[src/rtl/tt_mux_pkg.sv]
// Shared types and bus-layout helpers for the sequenced per-project mux slot.
package tt_mux_pkg;

    typedef enum logic [1:0] {
        ST_OFF   = 2'd0,
        ST_RESET = 2'd1,
        ST_RUN   = 2'd2,
        ST_DRAIN = 2'd3
    } state_t;

    // iw = {uio_in, ui_in, rst_req_n}; ow = {uio_oe, uio_out, uo_out}
    localparam int unsigned IW_RST_POS = 0;
    localparam int unsigned IW_UI_POS  = 1;
    localparam int unsigned OW_UO_POS  = 0;

    function automatic int unsigned iw_width(input int unsigned ui_w, input int unsigned uio_w);
        return uio_w + ui_w + 1;
    endfunction

    function automatic int unsigned ow_width(input int unsigned uo_w, input int unsigned uio_w);
        return 2 * uio_w + uo_w;
    endfunction

    function automatic int unsigned iw_uio_pos(input int unsigned ui_w);
        return IW_UI_POS + ui_w;
    endfunction

    function automatic int unsigned ow_uio_pos(input int unsigned uo_w);
        return OW_UO_POS + uo_w;
    endfunction

    function automatic int unsigned ow_oe_pos(input int unsigned uo_w, input int unsigned uio_w);
        return OW_UO_POS + uo_w + uio_w;
    endfunction

    function automatic int unsigned cnt_width(input int unsigned rst_cycles,
                                              input int unsigned drain_cycles);
        int unsigned m;
        m = (rst_cycles > drain_cycles) ? rst_cycles : drain_cycles;
        return (m > 1) ? $clog2(m) : 1;
    endfunction

endpackage

[src/rtl/tt_sync.sv]
// N-stage single-bit synchroniser, cleared asynchronously; N=0 is a plain wire.
module tt_sync #(
    parameter int unsigned N = 2
) (
    input  logic clk,
    input  logic rst_n,
    input  logic d,
    output logic q
);

    generate
        if (N == 0) begin : g_wire
            assign q = d;
        end else begin : g_chain
            logic [N-1:0] chain;

            always_ff @(posedge clk or negedge rst_n) begin
                if (!rst_n) begin
                    chain <= '0;
                end else begin
                    chain[0] <= d;
                    for (int i = 1; i < N; i++) begin
                        chain[i] <= chain[i-1];
                    end
                end
            end

            assign q = chain[N-1];
        end
    endgenerate

endmodule

[src/rtl/tt_mux_slot.sv]
// Sequenced mux slot: unpacks the mux bus to one project, holds it in reset
// around enable/disable, isolates its outputs outside RUN and counts RUN cycles.
module tt_mux_slot
    import tt_mux_pkg::*;
#(
    parameter int unsigned UI_W         = 8,
    parameter int unsigned UO_W         = 8,
    parameter int unsigned UIO_W        = 8,
    parameter int unsigned SYNC_STAGES  = 2,
    parameter int unsigned RST_CYCLES   = 4,
    parameter int unsigned DRAIN_CYCLES = 2,
    parameter int unsigned IN_REG       = 1,
    parameter int unsigned OUT_REG      = 1,
    parameter int unsigned CNT_W        = 16
) (
    input  logic                                 clk,
    input  logic                                 rst_n,
    input  logic                                 ena,
    input  logic [iw_width(UI_W, UIO_W)-1:0]     iw,
    output logic [ow_width(UO_W, UIO_W)-1:0]     ow,
    output logic                                 prj_ena,
    output logic                                 prj_rst_n,
    output logic [UI_W-1:0]                      prj_ui_in,
    output logic [UIO_W-1:0]                     prj_uio_in,
    input  logic [UO_W-1:0]                      prj_uo_out,
    input  logic [UIO_W-1:0]                     prj_uio_out,
    input  logic [UIO_W-1:0]                     prj_uio_oe,
    output logic [1:0]                           state,
    output logic [CNT_W-1:0]                     run_cycles
);

    localparam int unsigned IW_W       = iw_width(UI_W, UIO_W);
    localparam int unsigned OW_W       = ow_width(UO_W, UIO_W);
    localparam int unsigned CW         = cnt_width(RST_CYCLES, DRAIN_CYCLES);
    localparam int unsigned UIO_IN_POS = iw_uio_pos(UI_W);
    localparam logic [CW-1:0] RST_LOAD   = CW'(RST_CYCLES - 1);
    localparam logic [CW-1:0] DRAIN_LOAD = CW'(DRAIN_CYCLES - 1);

    logic            ena_s;
    logic [IW_W-1:0] in_path;
    logic [OW_W-1:0] out_path;
    logic [OW_W-1:0] prj_out_bus;

    state_t           state_q, state_d;
    logic [CW-1:0]    cnt_q, cnt_d;
    logic [CNT_W-1:0] run_q, run_d;
    logic             prj_ena_q, prj_ena_d;
    logic             prj_rst_q, prj_rst_d;
    logic             io_live;

    tt_sync #(.N(SYNC_STAGES)) u_sync (
        .clk   (clk),
        .rst_n (rst_n),
        .d     (ena),
        .q     (ena_s)
    );

    assign prj_out_bus = {prj_uio_oe, prj_uio_out, prj_uo_out};

    generate
        if (IN_REG != 0) begin : g_in_reg
            logic [IW_W-1:0] in_q;
            always_ff @(posedge clk or negedge rst_n) begin
                if (!rst_n) in_q <= '0;
                else        in_q <= iw;
            end
            assign in_path = in_q;
        end else begin : g_in_comb
            assign in_path = iw;
        end

        if (OUT_REG != 0) begin : g_out_reg
            logic [OW_W-1:0] out_q;
            always_ff @(posedge clk or negedge rst_n) begin
                if (!rst_n) out_q <= '0;
                else        out_q <= prj_out_bus;
            end
            assign out_path = out_q;
        end else begin : g_out_comb
            assign out_path = prj_out_bus;
        end
    endgenerate

    always_ff @(posedge clk or negedge rst_n) begin
        if (!rst_n) begin
            state_q   <= ST_OFF;
            cnt_q     <= '0;
            run_q     <= '0;
            prj_ena_q <= 1'b0;
            prj_rst_q <= 1'b0;
        end else begin
            state_q   <= state_d;
            cnt_q     <= cnt_d;
            run_q     <= run_d;
            prj_ena_q <= prj_ena_d;
            prj_rst_q <= prj_rst_d;
        end
    end

    // Sequencer: a disable always drains fully, even if ena returns mid-drain
    always_comb begin
        state_d = state_q;
        cnt_d   = cnt_q;
        run_d   = run_q;
        case (state_q)
            ST_OFF: begin
                if (ena_s) begin
                    state_d = ST_RESET;
                    cnt_d   = RST_LOAD;
                    run_d   = '0;
                end
            end
            ST_RESET: begin
                if (!ena_s) begin
                    state_d = ST_DRAIN;
                    cnt_d   = DRAIN_LOAD;
                end else if (cnt_q == '0) begin
                    state_d = ST_RUN;
                end else begin
                    cnt_d = cnt_q - CW'(1);
                end
            end
            ST_RUN: begin
                if (run_q != '1) run_d = run_q + CNT_W'(1);
                if (!ena_s) begin
                    state_d = ST_DRAIN;
                    cnt_d   = DRAIN_LOAD;
                end
            end
            ST_DRAIN: begin
                if (cnt_q == '0) begin
                    if (ena_s) begin
                        state_d = ST_RESET;
                        cnt_d   = RST_LOAD;
                        run_d   = '0;
                    end else begin
                        state_d = ST_OFF;
                    end
                end else begin
                    cnt_d = cnt_q - CW'(1);
                end
            end
            default: state_d = ST_OFF;
        endcase
        prj_ena_d = (state_d != ST_OFF);
        prj_rst_d = (state_d == ST_RUN) && in_path[IW_RST_POS];
    end

    assign io_live    = (state_q == ST_RESET) || (state_q == ST_RUN);
    assign prj_ui_in  = io_live ? in_path[IW_UI_POS +: UI_W]    : '0;
    assign prj_uio_in = io_live ? in_path[UIO_IN_POS +: UIO_W]  : '0;
    // Gated on the current state so outputs (and uio_oe) drop the cycle DRAIN begins
    assign ow         = (state_q == ST_RUN) ? out_path : '0;

    assign state      = state_q;
    assign run_cycles = run_q;
    assign prj_ena    = prj_ena_q;
    assign prj_rst_n  = prj_rst_q;

endmodule

[config.mk]
export PLATFORM = sky130hd
export DESIGN_NAME = tt_mux_slot
export DESIGN_NICKNAME = d
export VERILOG_FILES = /design/src/rtl/tt_mux_pkg.sv /design/src/rtl/tt_sync.sv /design/src/rtl/tt_mux_slot.sv
export SDC_FILE = /design/constraint.sdc
export NUM_CORES = 1
export LEC_CHECK = 0
export BUFFER_PORTS_ARGS = -buffer_cell sky130_fd_sc_hd__buf_2
export CAP_MARGIN = 40
export CORE_UTILIZATION = 40
export DETAILED_ROUTE_END_ITERATION = 8
export PLACE_DENSITY_LB_ADDON = 0.08
export SETUP_SLACK_MARGIN = 0.1
export SYNTH_ARGS = -nofsm -noshare
export SYNTH_HDL_FRONTEND = slang
export SYNTH_SLANG_ARGS = --single-unit
export TNS_END_PERCENT = 20
[constraint.sdc]
create_clock -name clk -period 4.8 [get_ports clk]
set_clock_uncertainty 0.15 [all_clocks]
set_input_delay 1.44 -clock clk [delete_from_list [all_inputs] [get_ports clk]]
set_output_delay 1.44 -clock clk [all_outputs]
set_load 0.03 [all_outputs]
# After elaboration in Yosys (flattened, before gate mapping)
# Index checks and enable logic that the tools add are counted.
totals:
  reg_bits: 65
  input_bits: 44
  output_inout_bits: 60
classes:
  add_sub_neg: 2
  eq_ne: 9
  mux: 20
  reduce_logical: 8
ops:
  columns: ["operator", "count"]
  rows:
  - ["16-bit 2-to-1 mux", 3]
  - ["16-bit one-hot mux with 3 select lines", 1]
  - ["24-bit 2-to-1 mux", 1]
  - ["2-bit 2-to-1 mux", 10]
  - ["16-bit by 1-bit adder with 16-bit output, second input constant", 1]
  - ["8-bit 2-to-1 mux", 2]
  - ["16-bit != test, second input constant", 1]
  - ["2-bit one-hot mux with 4 select lines", 2]
  - ["2-bit == test, second input constant", 3]
  - ["2-bit != test, second input constant", 3]
  - ["2-bit logical NOT", 2]
  - ["3-bit != test, second input constant", 1]
  - ["3-bit AND reduction", 1]
  - ["3-bit nonzero test", 1]
  - ["2-bit by 1-bit == test with 1-bit output, second input constant", 1]
  - ["2-bit AND reduction", 1]
  - ["2-bit nonzero test", 1]
  - ["2-bit by 1-bit subtractor with 2-bit output, second input constant", 1]
  - ["1-bit logical AND", 1]
  - ["1-bit logical OR", 1]
  - ["1-bit 2-to-1 mux", 1]

# Longest topological paths before layout
depth:
  depth_word: 6
  depth_mapped: 9
  depth_no_buf: 7

# Hierarchy
# A second synthesis with hierarchy kept.
unflattened:
  hier_cells: 252
  area_unflattened_um2: 2730.1
by_module_without_submodules:
  columns: ["mod", "instances", "cells_each", "area_per_inst_um2"]
  rows:
  - ["tt_mux_slot", 1, 250, 2680.1]
  - ["tt_sync", 1, 2, 50.0]

# Worst setup path after synthesis
# Ideal clock, no wire load.
synth_timing:
  kind: "register -> output"
  start: "register state_q[1], in the netlist state[1]"
  end: "output port prj_ui_in[4]"
  t_arrival_ns: 1.544
  setup_slack_ns: 1.666
  path_stages_with_launch: 5
  path_buffers: 1
  cell_sequence: "dfrtp_1 inv_1 ha_1 clkbuf_1 and2_1"
synth_between:
  elab_chain_cells: 3
  elab_cells_between_ends: 4
  cone_classes: "2 x eq/ne; 1 x mux; 1 x reduce/logical"
synth_rtl:
  columns: ["element", "line_no", "rtl"]
  rows:
  - ["start: declaration", "tt_mux_slot.sv:44", "state_t state_q, state_d;"]
  - ["start signal: assignment", "tt_mux_slot.sv:92", "state_q <= state_d;"]
  - ["2-bit by 1-bit == test with 1-bit output or 2-bit == test (tied branches)", "tt_mux_slot.sv:149", "assign io_live = (state_q == ST_RESET) || (state_q == ST_RUN);"]
  - ["1-bit logical OR (*)", "tt_mux_slot.sv:149", null]
  - ["8-bit 2-to-1 mux (*)", "tt_mux_slot.sv:150", "assign prj_ui_in = io_live ? in_path[IW_UI_POS +: UI_W] : '0;"]
  - ["end: declaration", "tt_mux_slot.sv:23", "output logic [UI_W-1:0] prj_ui_in,"]
# Mark *: on every way between the ends. The rest lies on a longest branch, timed or not.

# Worst setup path after layout
layout_timing:
  start: "register state_q[0], in the netlist state[0]"
  end: "output port ow[17]"
layout_between:
  elab_chain_cells: 2
layout_rtl:
  columns: ["element", "line_no", "rtl"]
  rows:
  - ["2-bit == test", "tt_mux_slot.sv:153", "assign ow = (state_q == ST_RUN) ? out_path : '0;"]
  - ["24-bit 2-to-1 mux", "tt_mux_slot.sv:153", null]
  - ["end: declaration", "tt_mux_slot.sv:20", "output logic [ow_width(UO_W, UIO_W)-1:0] ow,"]
# No other way between the ends.

==> flow_metrics.tcl <==
set metrics [dict create \
    vias 2153 \
    maxCapViolCount 0 \
    nets 404 \
    antenna_found_initial 0 \
    die_area_mm2 0.00718 \
    critical_path_class "register to output port" \
    fin_area_mm2 0.00347 \
    min_period_ps 3560 \
    drv_slew 0 \
    synthFlopType "dfrtp_1" \
    first_iter_violations 101 \
    clk_latency_ps 340 \
    ant_nets 0 \
    yosysTopAreaCell "dfrtp_1" \
    muxShareOfSynthArea 0.00731 \
    rsz0062_at_grt "false" \
    die_w_um 84.7 \
    grt_max_degree 42 \
    cts_setup_buffers 0 \
    clock-sinks 65 \
    synth-seq-cells 65 \
    ys_seq_area_frac 0.594 \
    clk_pin_slew_ps 70 \
    worst_hold_slack_ps 206 \
    syn2layout_area_growth_pct 26.7 \
    rows 29 \
    timing.final.crit_share 0.742 \
    power.density_mw_per_mm2 549 \
    yosys.area_share.simple 0.211 \
    async_flop_share 1.00 \
    grt_use_total 0.179 \
    yosysTopAreaCellShare 0.594 \
    syn_avg_cell_area_um2 11.0 \
    hp-class "register to register" \
    grt_pass1_vias 2056 \
    num-fill-cells 624 \
    hold_viol_final 0 \
    cts-buffers-inserted 9 \
    synth_cell_types 42 \
    ys_warn_count 0 \
    place.gp.congestion 0.783 \
    diodes 0 \
    hpwl_um 4080 \
    finalPower_mw 1.91 \
    crit_fanout 19 \
    wl_um 5810 \
    worst_ir_drop_vdd_uv 297 \
    synth_fa_ha_area_frac 0.0320 \
    cts-root-buf "clkbuf_8" \
    cts_tree "done" \
    synth_edf_count 0 \
    synth_area_leaders "dfrtp_1 59%, and2_1 9.6%, ha_1 3.2%" \
    die_h_um 84.7 \
    setup_tns_ps 0 \
    detail_route.wl_per_cell_um 13.4 \
    seq_area_mm2 0.00163 \
    grt_overflow 0 \
    port-buffer-count 103 \
    synth_nets 299 \
    fp.coreArea_mm2 0.00649 \
    arrival_ps 1970 \
    hold_buffers 0 \
    multi_input_area_mm2 0.00101 \
    p_leak_nw 1.77 \
    drt_first_pass_iters 6 \
    clk_path_buf_depth 2 \
    synth_area_mm2 0.00274 \
    clock.fmax_mhz 281 \
    cp-end-kind "output port" \
    setup_viol 0 \
    start_kind "register" \
    boundaryPins 104 \
    maxSlewHeadroom 0.602 \
    grt_pass1_wl_um 9720 \
    drc 0 \
    worstPathRequired_ps 3210 \
    htreeDepth 3 \
    tightest_slew_ps 597 \
    synth_top_family_by_area "simple AND/OR/NAND/NOR gates" \
    cts-resized-gates 0 \
    synth_compound_area_frac 0.118 \
    routed_via_density 4.96 \
    initial_core_util 0.421 \
    place_area_mm2 0.00330 \
    status "finished, final reports clean" \
    synth_xor_area_frac 0 \
    synth_cells 248 \
    drive_gt1_frac 0.356 \
]
[stage by stage]
stage	utilization	worst slack, ps	std cells
6_report	0.534	1240	434
5_1_grt	0.534	1040	434
4_1_cts	0.534	1160	434
3_5_place_dp	0.508	1550	419
3_3_place_gp	0.508	1620	419
2_1_floorplan	-	1670	248
[report_power, final]
| part | internal, mW | switching (mW) |
|---|---|---|
| clock | 0.196 | 0.208 |
| sequential | 0.597 | 0.0280 |
| combinational | 0.275 | 0.601 |
[state kept, by name (all words and copies together) (netlist names)]
signal / flops
g_out_reg.out_q: 24
g_in_reg.in_q: 17
run_cycles: 16
cnt_q: 2
state: 2
u_sync.g_chain.chain: 2
prj_ena: 1
prj_rst_n: 1
[path summary, 6_finish.rpt]
| check | startpoint | endpoint | slack (ps) | cells after the start |
|---|---|---|---|---|
| max | state[0]$_DFF_PN0_ | ow[17] | 1240 | 5 |
| min | u_sync.g_chain.chain[0]$_DFF_PN0_ | u_sync.g_chain.chain[1]$_DFF_PN0_ | 210 | 0 |
| max reg2reg | state[0]$_DFF_PN0_ | run_cycles[15]$_DFFE_PN0P_ | 1830 | 8 |
| min reg2reg | u_sync.g_chain.chain[0]$_DFF_PN0_ | u_sync.g_chain.chain[1]$_DFF_PN0_ | 210 | 0 |
| max in group asynchronous | rst_n | g_out_reg.out_q[7]$_DFF_PN0_ | 2630 | 2 |
| min in group asynchronous | rst_n | prj_ena$_DFF_PN0_ | 940 | 1 |
[layer usage]
metal	share of wire	up-vias	track usage	wire length [um]
li1	-	1051	-	-
met1	0.45	1013	0.226	2620
met2	0.45	77	0.272	2590
met3	0.082	12	0.0619	474
met4	0.021	0	0.0971	125
met5	0	-	0	0
[synthesized netlist by cell type, types with 2 or more instances]
master    number
dfrtp_1       65
and2_1        42
a21oi_1       16
o21ai_0       16
nand2_1       15
nor2_1        14
inv_1         10
ha_1           7
clkbuf_1       6
nor3_1         6
nand3_1        5
a31oi_1        4
nand4_1        4
and3_2         3
nand2b_1       3
buf_4          2
buf_6          2
mux2i_1        2
nor2b_1        2
o22ai_1        2
[cell families (layout without fill, tap and decap cells)]
family	after synthesis	in the layout
fa+ha+maj	7	7
flops	65	65
compound gates	52	52
mux	2	2
buf+inv	21	130
simple gates	101	101
[worst max-delay path, cell delays in order, from the launching register on]
cell	delay [ps]
dfrtp_1	430
inv_1	100
ha_1	450
buf_4	310
and2_1	150
buf_2	190
[layout make-up]
type / count / share of cell area
multi-input combinational: 162 / 0.291
tap: 77 / 0.0278
timing repair buffer: 105 / 0.153
sequential: 65 / 0.469
inverter: 10 / 0.0108
clock buffer: 10 / 0.0397
clock inverter: 5 / 0.00938
[layout by cell type (no fill, tap or decap), types with 5 or more instances in the layout]
cell and count:
o21ai_0 16, nand3_1 5, and2_1 42, inv_1 10, buf_2 103, nor2_1 14, a21oi_1 16, dfrtp_1 65
clkbuf_8 10, nor3_1 6, nand2_1 15, ha_1 7
Note: power is estimated with default switching activity, not from simulation.
